<file path="src/rtl/dp_input_rr_scheduler.sv">
// Round-robin scheduler sharing the datapath `in` port among NREQ requesters in bounded bursts.
// Latency: grant one cycle after a request is seen in IDLE; an accepted beat is on dp_in one cycle later.
// Backpressure: req_ready is one-hot to the owner only; a silent owner is released after STALL_MAX cycles.
module dp_input_rr_scheduler #(
  parameter int WIDTH     = 32,
  parameter int NREQ      = 4,
  parameter int BURST     = 8,
  parameter int STALL_MAX = 4
) (
  input  logic                     clk,
  input  logic                     rst,
  input  logic [NREQ-1:0]          req_valid,
  input  logic [NREQ*WIDTH-1:0]    req_data,
  input  logic [NREQ-1:0]          req_last,
  output logic [NREQ-1:0]          req_ready,
  output logic [WIDTH-1:0]         dp_in,
  output logic                     dp_valid,
  output logic [$clog2(NREQ)-1:0]  grant_id,
  output logic                     busy
);

  localparam int IDW = $clog2(NREQ);
  localparam int BCW = $clog2(BURST + 1);
  localparam int SCW = $clog2(STALL_MAX + 1);

  localparam logic [BCW-1:0] BEAT_LAST  = BCW'(BURST - 1);
  localparam logic [SCW-1:0] STALL_LAST = SCW'(STALL_MAX - 1);
  localparam logic [IDW-1:0] ID_MAX     = IDW'(NREQ - 1);
  localparam logic [IDW:0]   NREQ_W     = (IDW + 1)'(NREQ);

  typedef enum logic {S_IDLE, S_BUSY} state_t;

  state_t           r_state, w_state_nxt;
  logic [IDW-1:0]   r_ptr, w_ptr_nxt;
  logic [IDW-1:0]   r_grant, w_grant_nxt;
  logic [BCW-1:0]   r_beat, w_beat_nxt;
  logic [SCW-1:0]   r_stall, w_stall_nxt;
  logic [WIDTH-1:0] r_dp_in, w_dp_in_nxt;
  logic             r_dp_valid, w_dp_valid_nxt;

  logic             w_any;
  logic [IDW-1:0]   w_pick;
  logic [IDW:0]     w_sum;
  logic             w_own_vld;
  logic             w_own_last;
  logic [WIDTH-1:0] w_own_dat;
  logic             w_accept;
  logic             w_release;
  logic [IDW-1:0]   w_ptr_inc;

  // Pick the first valid requester at or after ptr, wrapping modulo NREQ.
  always_comb begin
    w_any  = 1'b0;
    w_pick = '0;
    w_sum  = '0;
    for (int k = 0; k < NREQ; k++) begin
      w_sum = {1'b0, r_ptr} + (IDW + 1)'(k);
      if (w_sum >= NREQ_W) w_sum = w_sum - NREQ_W;
      if (!w_any && req_valid[w_sum[IDW-1:0]]) begin
        w_any  = 1'b1;
        w_pick = w_sum[IDW-1:0];
      end
    end
  end

  // Select the current owner's valid, last flag and data beat.
  always_comb begin
    w_own_vld  = 1'b0;
    w_own_last = 1'b0;
    w_own_dat  = '0;
    for (int i = 0; i < NREQ; i++) begin
      if (r_grant == IDW'(i)) begin
        w_own_vld  = req_valid[i];
        w_own_last = req_last[i];
        w_own_dat  = req_data[i*WIDTH +: WIDTH];
      end
    end
  end

  // Next-state, counter and output decode; the releasing owner drops to lowest priority.
  always_comb begin
    w_state_nxt    = r_state;
    w_ptr_nxt      = r_ptr;
    w_grant_nxt    = r_grant;
    w_beat_nxt     = r_beat;
    w_stall_nxt    = r_stall;
    w_dp_in_nxt    = r_dp_in;
    w_dp_valid_nxt = 1'b0;
    req_ready      = '0;
    w_accept       = 1'b0;
    w_release      = 1'b0;
    w_ptr_inc      = (r_grant == ID_MAX) ? '0 : r_grant + 1'b1;
    case (r_state)
      S_IDLE: begin
        if (w_any) begin
          w_state_nxt = S_BUSY;
          w_grant_nxt = w_pick;
          w_beat_nxt  = '0;
          w_stall_nxt = '0;
        end
      end
      S_BUSY: begin
        req_ready[r_grant] = 1'b1;
        w_accept = w_own_vld;
        if (w_accept) begin
          w_dp_in_nxt    = w_own_dat;
          w_dp_valid_nxt = 1'b1;
          w_beat_nxt     = r_beat + 1'b1;
          w_stall_nxt    = '0;
          w_release      = w_own_last || (r_beat == BEAT_LAST);
        end else begin
          w_stall_nxt = r_stall + 1'b1;
          w_release   = (r_stall == STALL_LAST);
        end
        if (w_release) begin
          w_state_nxt = S_IDLE;
          w_ptr_nxt   = w_ptr_inc;
        end
      end
      default: w_state_nxt = S_IDLE;
    endcase
  end

  // State register.
  always_ff @(posedge clk or posedge rst) begin
    if (rst) r_state <= S_IDLE;
    else     r_state <= w_state_nxt;
  end

  // Arbitration pointer, owner, counters and registered datapath beat.
  always_ff @(posedge clk or posedge rst) begin
    if (rst) begin
      r_ptr      <= '0;
      r_grant    <= '0;
      r_beat     <= '0;
      r_stall    <= '0;
      r_dp_in    <= '0;
      r_dp_valid <= 1'b0;
    end else begin
      r_ptr      <= w_ptr_nxt;
      r_grant    <= w_grant_nxt;
      r_beat     <= w_beat_nxt;
      r_stall    <= w_stall_nxt;
      r_dp_in    <= w_dp_in_nxt;
      r_dp_valid <= w_dp_valid_nxt;
    end
  end

  assign dp_in    = r_dp_in;
  assign dp_valid = r_dp_valid;
  assign grant_id = r_grant;
  assign busy     = (r_state == S_BUSY);

endmodule

</file>
<file path="config.mk">
export PLATFORM = sky130hd
export DESIGN_NAME = dp_input_rr_scheduler
export DESIGN_NICKNAME = d
export VERILOG_FILES = /design/src/rtl/dp_input_rr_scheduler.sv
export SDC_FILE = /design/constraint.sdc
export NUM_CORES = 1
export LEC_CHECK = 0
export CORE_MARGIN = 2
export CORE_UTILIZATION = 42
export CTS_CLUSTER_SIZE = 25
export DETAILED_ROUTE_END_ITERATION = 10
export GPL_ROUTABILITY_DRIVEN = 0
export PLACE_DENSITY = 0.95
export SYNTH_ARGS = -nofsm -noshare
export SYNTH_HDL_FRONTEND = slang
export SYNTH_SLANG_ARGS = --single-unit
export TNS_END_PERCENT = 5
</file>
<file path="constraint.sdc">
create_clock -name clk -period 4.75 [get_ports clk]
set_input_delay 0.475 -clock clk [delete_from_list [all_inputs] [get_ports clk]]
set_output_delay 0.475 -clock clk [all_outputs]
set_load 0.02 [all_outputs]
</file>
==> impl_metrics.py <==
metrics = {
    "worst_setup_path": {
        "path_class": "reg2out",
        "worstSetupEndpoint": "req_ready[3]",
        "cp-start-kind": "flip-flop",
        "critPathLaunch": "grant_id[0]",
        "path_max_fanout": 38,
        "rr_startpoint": "grant_id[0]",
        "crit_required_ns": 4.28,
        "worstPathArrival_ns": 2.65,
        "reg2reg_to": "r_beat[2]",
        "worstSetupEndpointType": "primary output",
        "rr_worst_depth": 9,
        "rrSetupSlack_ns": 1.84,
    },
    "die": {
        "die_area_um2": 7980,
        "start_util": 0.429,
        "io_pins": 178,
        "dieWidth_um": 89.3,
        "rows": 31,
        "die_h_um": 89.3,
        "core_area_um2": 7140,
    },
    "grt": {
        "grtUsageTotal": 0.229,
        "grt_first_pass_wirelength_um": 14300,
        "antenna_found_initial": 0,
        "grt_remaining_overflow": 0,
        "grt_pass1_vias": 3211,
        "grt_start_max_net_pins": 46,
    },
    "synth": {
        "synth_compound_area_frac": 0.339,
        "yosysTopAreaCellShare": 0.368,
        "syn_avg_cell_area_um2": 7.37,
        "synthTopCellsByArea": "dfrtp_1 37%, a21oi_1 11%, nand2_1 9.6%",
        "synthSimpleGateAreaFrac": 0.137,
        "yosys_warnings": 0,
        "ys_ff_latch": 45,
        "synth.most_common_cell": "nand2_1",
        "synth_top_family_by_area": "compound AO/OA/AOI/OAI gates",
        "synthArstFlopShare": 1.00,
        "synthAdderAreaFrac": 0.0286,
        "synth_mux_area_frac": 0.0200,
        "synth_common_cells": "78 x nand2_1, 68 x a21oi_1, 45 x dfrtp_1",
        "yosysTopAreaCell": "dfrtp_1",
        "synthXorXnorAreaFrac": 0.00286,
        "syn_inst": 415,
        "syn_area_um2": 3060,
        "synth_seq_area_share": 0.368,
        "synth_edf_count": 0,
        "synth_cell_types": 34,
        "syn-num-nets": 560,
        "synth_ff_type": "dfrtp_1",
    },
    "final_layout": {
        "antenna_cells": 0,
        "areaGrowthSynthToFinish_pct": 62.0,
        "final_nets": 714,
        "drive_gt1_frac": 0.0456,
        "fin_area_um2": 4950,
        "fill_cells": 544,
        "utilization": 0.694,
    },
    "drt": {
        "top_layer": "met4",
        "drt_iter0_markers": 213,
        "drt-met1-wl_um": 3760,
        "avgViaCountPerCell": 5.30,
        "num_vias": 3544,
        "wl_met2_um": 5160,
        "drc": 0,
        "route.met3.wl_um": 1010,
        "routedWlPerCell_um": 15.0,
        "drtPass1Iterations": 4,
        "wirelength_um": 10000,
        "drtAntennaViolNets": 0,
    },
    "timing": {
        "slew_headroom": 0.389,
        "rsz0062_at_grt": "false",
        "skew_ns": 0.00958,
        "worstMarginPinSlew_ns": 0.915,
        "final_hold_viol_count": 0,
        "drv_slew": 0,
        "fmax_mhz": 320,
        "setup_viol": 0,
        "layout_min_cycle_time_ns": 3.12,
        "period_share": 0.658,
        "setup_tns_ns": 0,
    },
    "clocking": {
        "clockBufferDepth": 2,
        "holdBufCountCts": 0,
        "cts_made_buffers": 5,
        "cts_tree": "done",
        "post_cts_buffers": 0,
        "cts.sinks": 45,
        "clk_pin_slew_worst_paths_ns": 0.09,
        "htreeDepth": 2,
        "cts_resized": 0,
        "clockRootBuffer": "clkbuf_8",
        "clock_latency_ns": 0.30,
    },
    "power_and_ir_drop": {
        "leakagePower_nw": 2.12,
        "ir_drop_mv": 0.287,
        "design_power_total_mw": 2.92,
        "p_per_area_nw_per_um2": 589,
    },
    "outcome": {
        "status": "complete, no violations",
    },
    "placement": {
        "hpwl_um": 7720,
        "portBuffers": 177,
        "dpl_cell_area_um2": 4840,
    },
    "flow_run": {
        "maxCapViolations": 0,
    },
    "min_path": {
        "hold_path_class": "reg2reg",
    },
}
cells in the final DEF (no fill, tap or decap), types with 5 or more instances in the layout:
cell type        instances
o21ai_1                 34
a21oi_1                 68
inv_1                   42
nand2_1                 78
clkbuf_8                 5
and2_1                   5
o21ai_0                 38
buf_4                    5
dfrtp_1                 45
clkdlybuf4s50_1        177
a22oi_1                 33
worst max-delay path, cell delays in order (launching register included):
cell and delay, ns:
dfrtp_1 0.44, ha_2 0.67, buf_4 0.44, and2_1 0.18, clkdlybuf4s50_1 0.60
through the flow:
stage	hold WS, ns	worst slack, ns	std cells
after global routing	0.509	1.48	669
after CTS	0.493	1.63	669
after detailed placement	0.474	1.85	661
after floorplan	0.450	2.72	415
after global placement	0.460	2.01	661
final	0.489	1.63	669
area by class of cell:
cell class | count | area [um2] | share of cell area
clock buffer | 6 | 72.6 | 0.0146
clock inverter | 2 | 38.8 | 0.00783
inverter | 43 | 161 | 0.0326
multi-input combinational | 292 | 1620 | 0.328
sequential | 45 | 1130 | 0.227
tap | 99 | 124 | 0.0250
timing repair buffer | 182 | 1810 | 0.365
flip-flops by register name, summed over array words and instances, names as in the netlist:
name      count
dp_in        32
r_beat        4
r_stall       3
dp_valid      1
r_ptr         2
grant_id      2
busy          1
per-layer routing:
layer | GRT usage | vias to the layer above
li1 | - | 1728
met1 | 0.241 | 1642
met2 | 0.433 | 158
met3 | 0.0776 | 16
met4 | 0.0611 | 0
met5 | 0 | -
worst min-delay path by stage:
stage | startpoint | end | slack [ns] | cells past startpoint
6_report | dp_in[22] | dp_in[22] | 0.49 | 2
5_1_grt | dp_in[28] | dp_in[28] | 0.51 | 2
4_1_cts | dp_in[28] | dp_in[28] | 0.49 | 2
3_5_place_dp | dp_in[22] | dp_in[22] | 0.47 | 2
3_3_place_gp | r_stall[2] | r_stall[2] | 0.46 | 2
2_1_floorplan | r_stall[2] | r_stall[2] | 0.45 | 2
power by group:
part           internal (mW)  leakage, nW  switching, mW
Combinational          0.829         1.49           1.13
Sequential             0.556        0.572          0.117
Clock                  0.158       0.0554          0.129
cells by family after synthesis:
family	Yosys count
AOI/OAI and AO/OA	181
muxes	5
DFF	45
adders and majority gates	7
and+or+nand+nor	98
buffers and inverters	78
xor gates and xnor gates	1
Note: power is estimated with default switching activity, not from simulation.
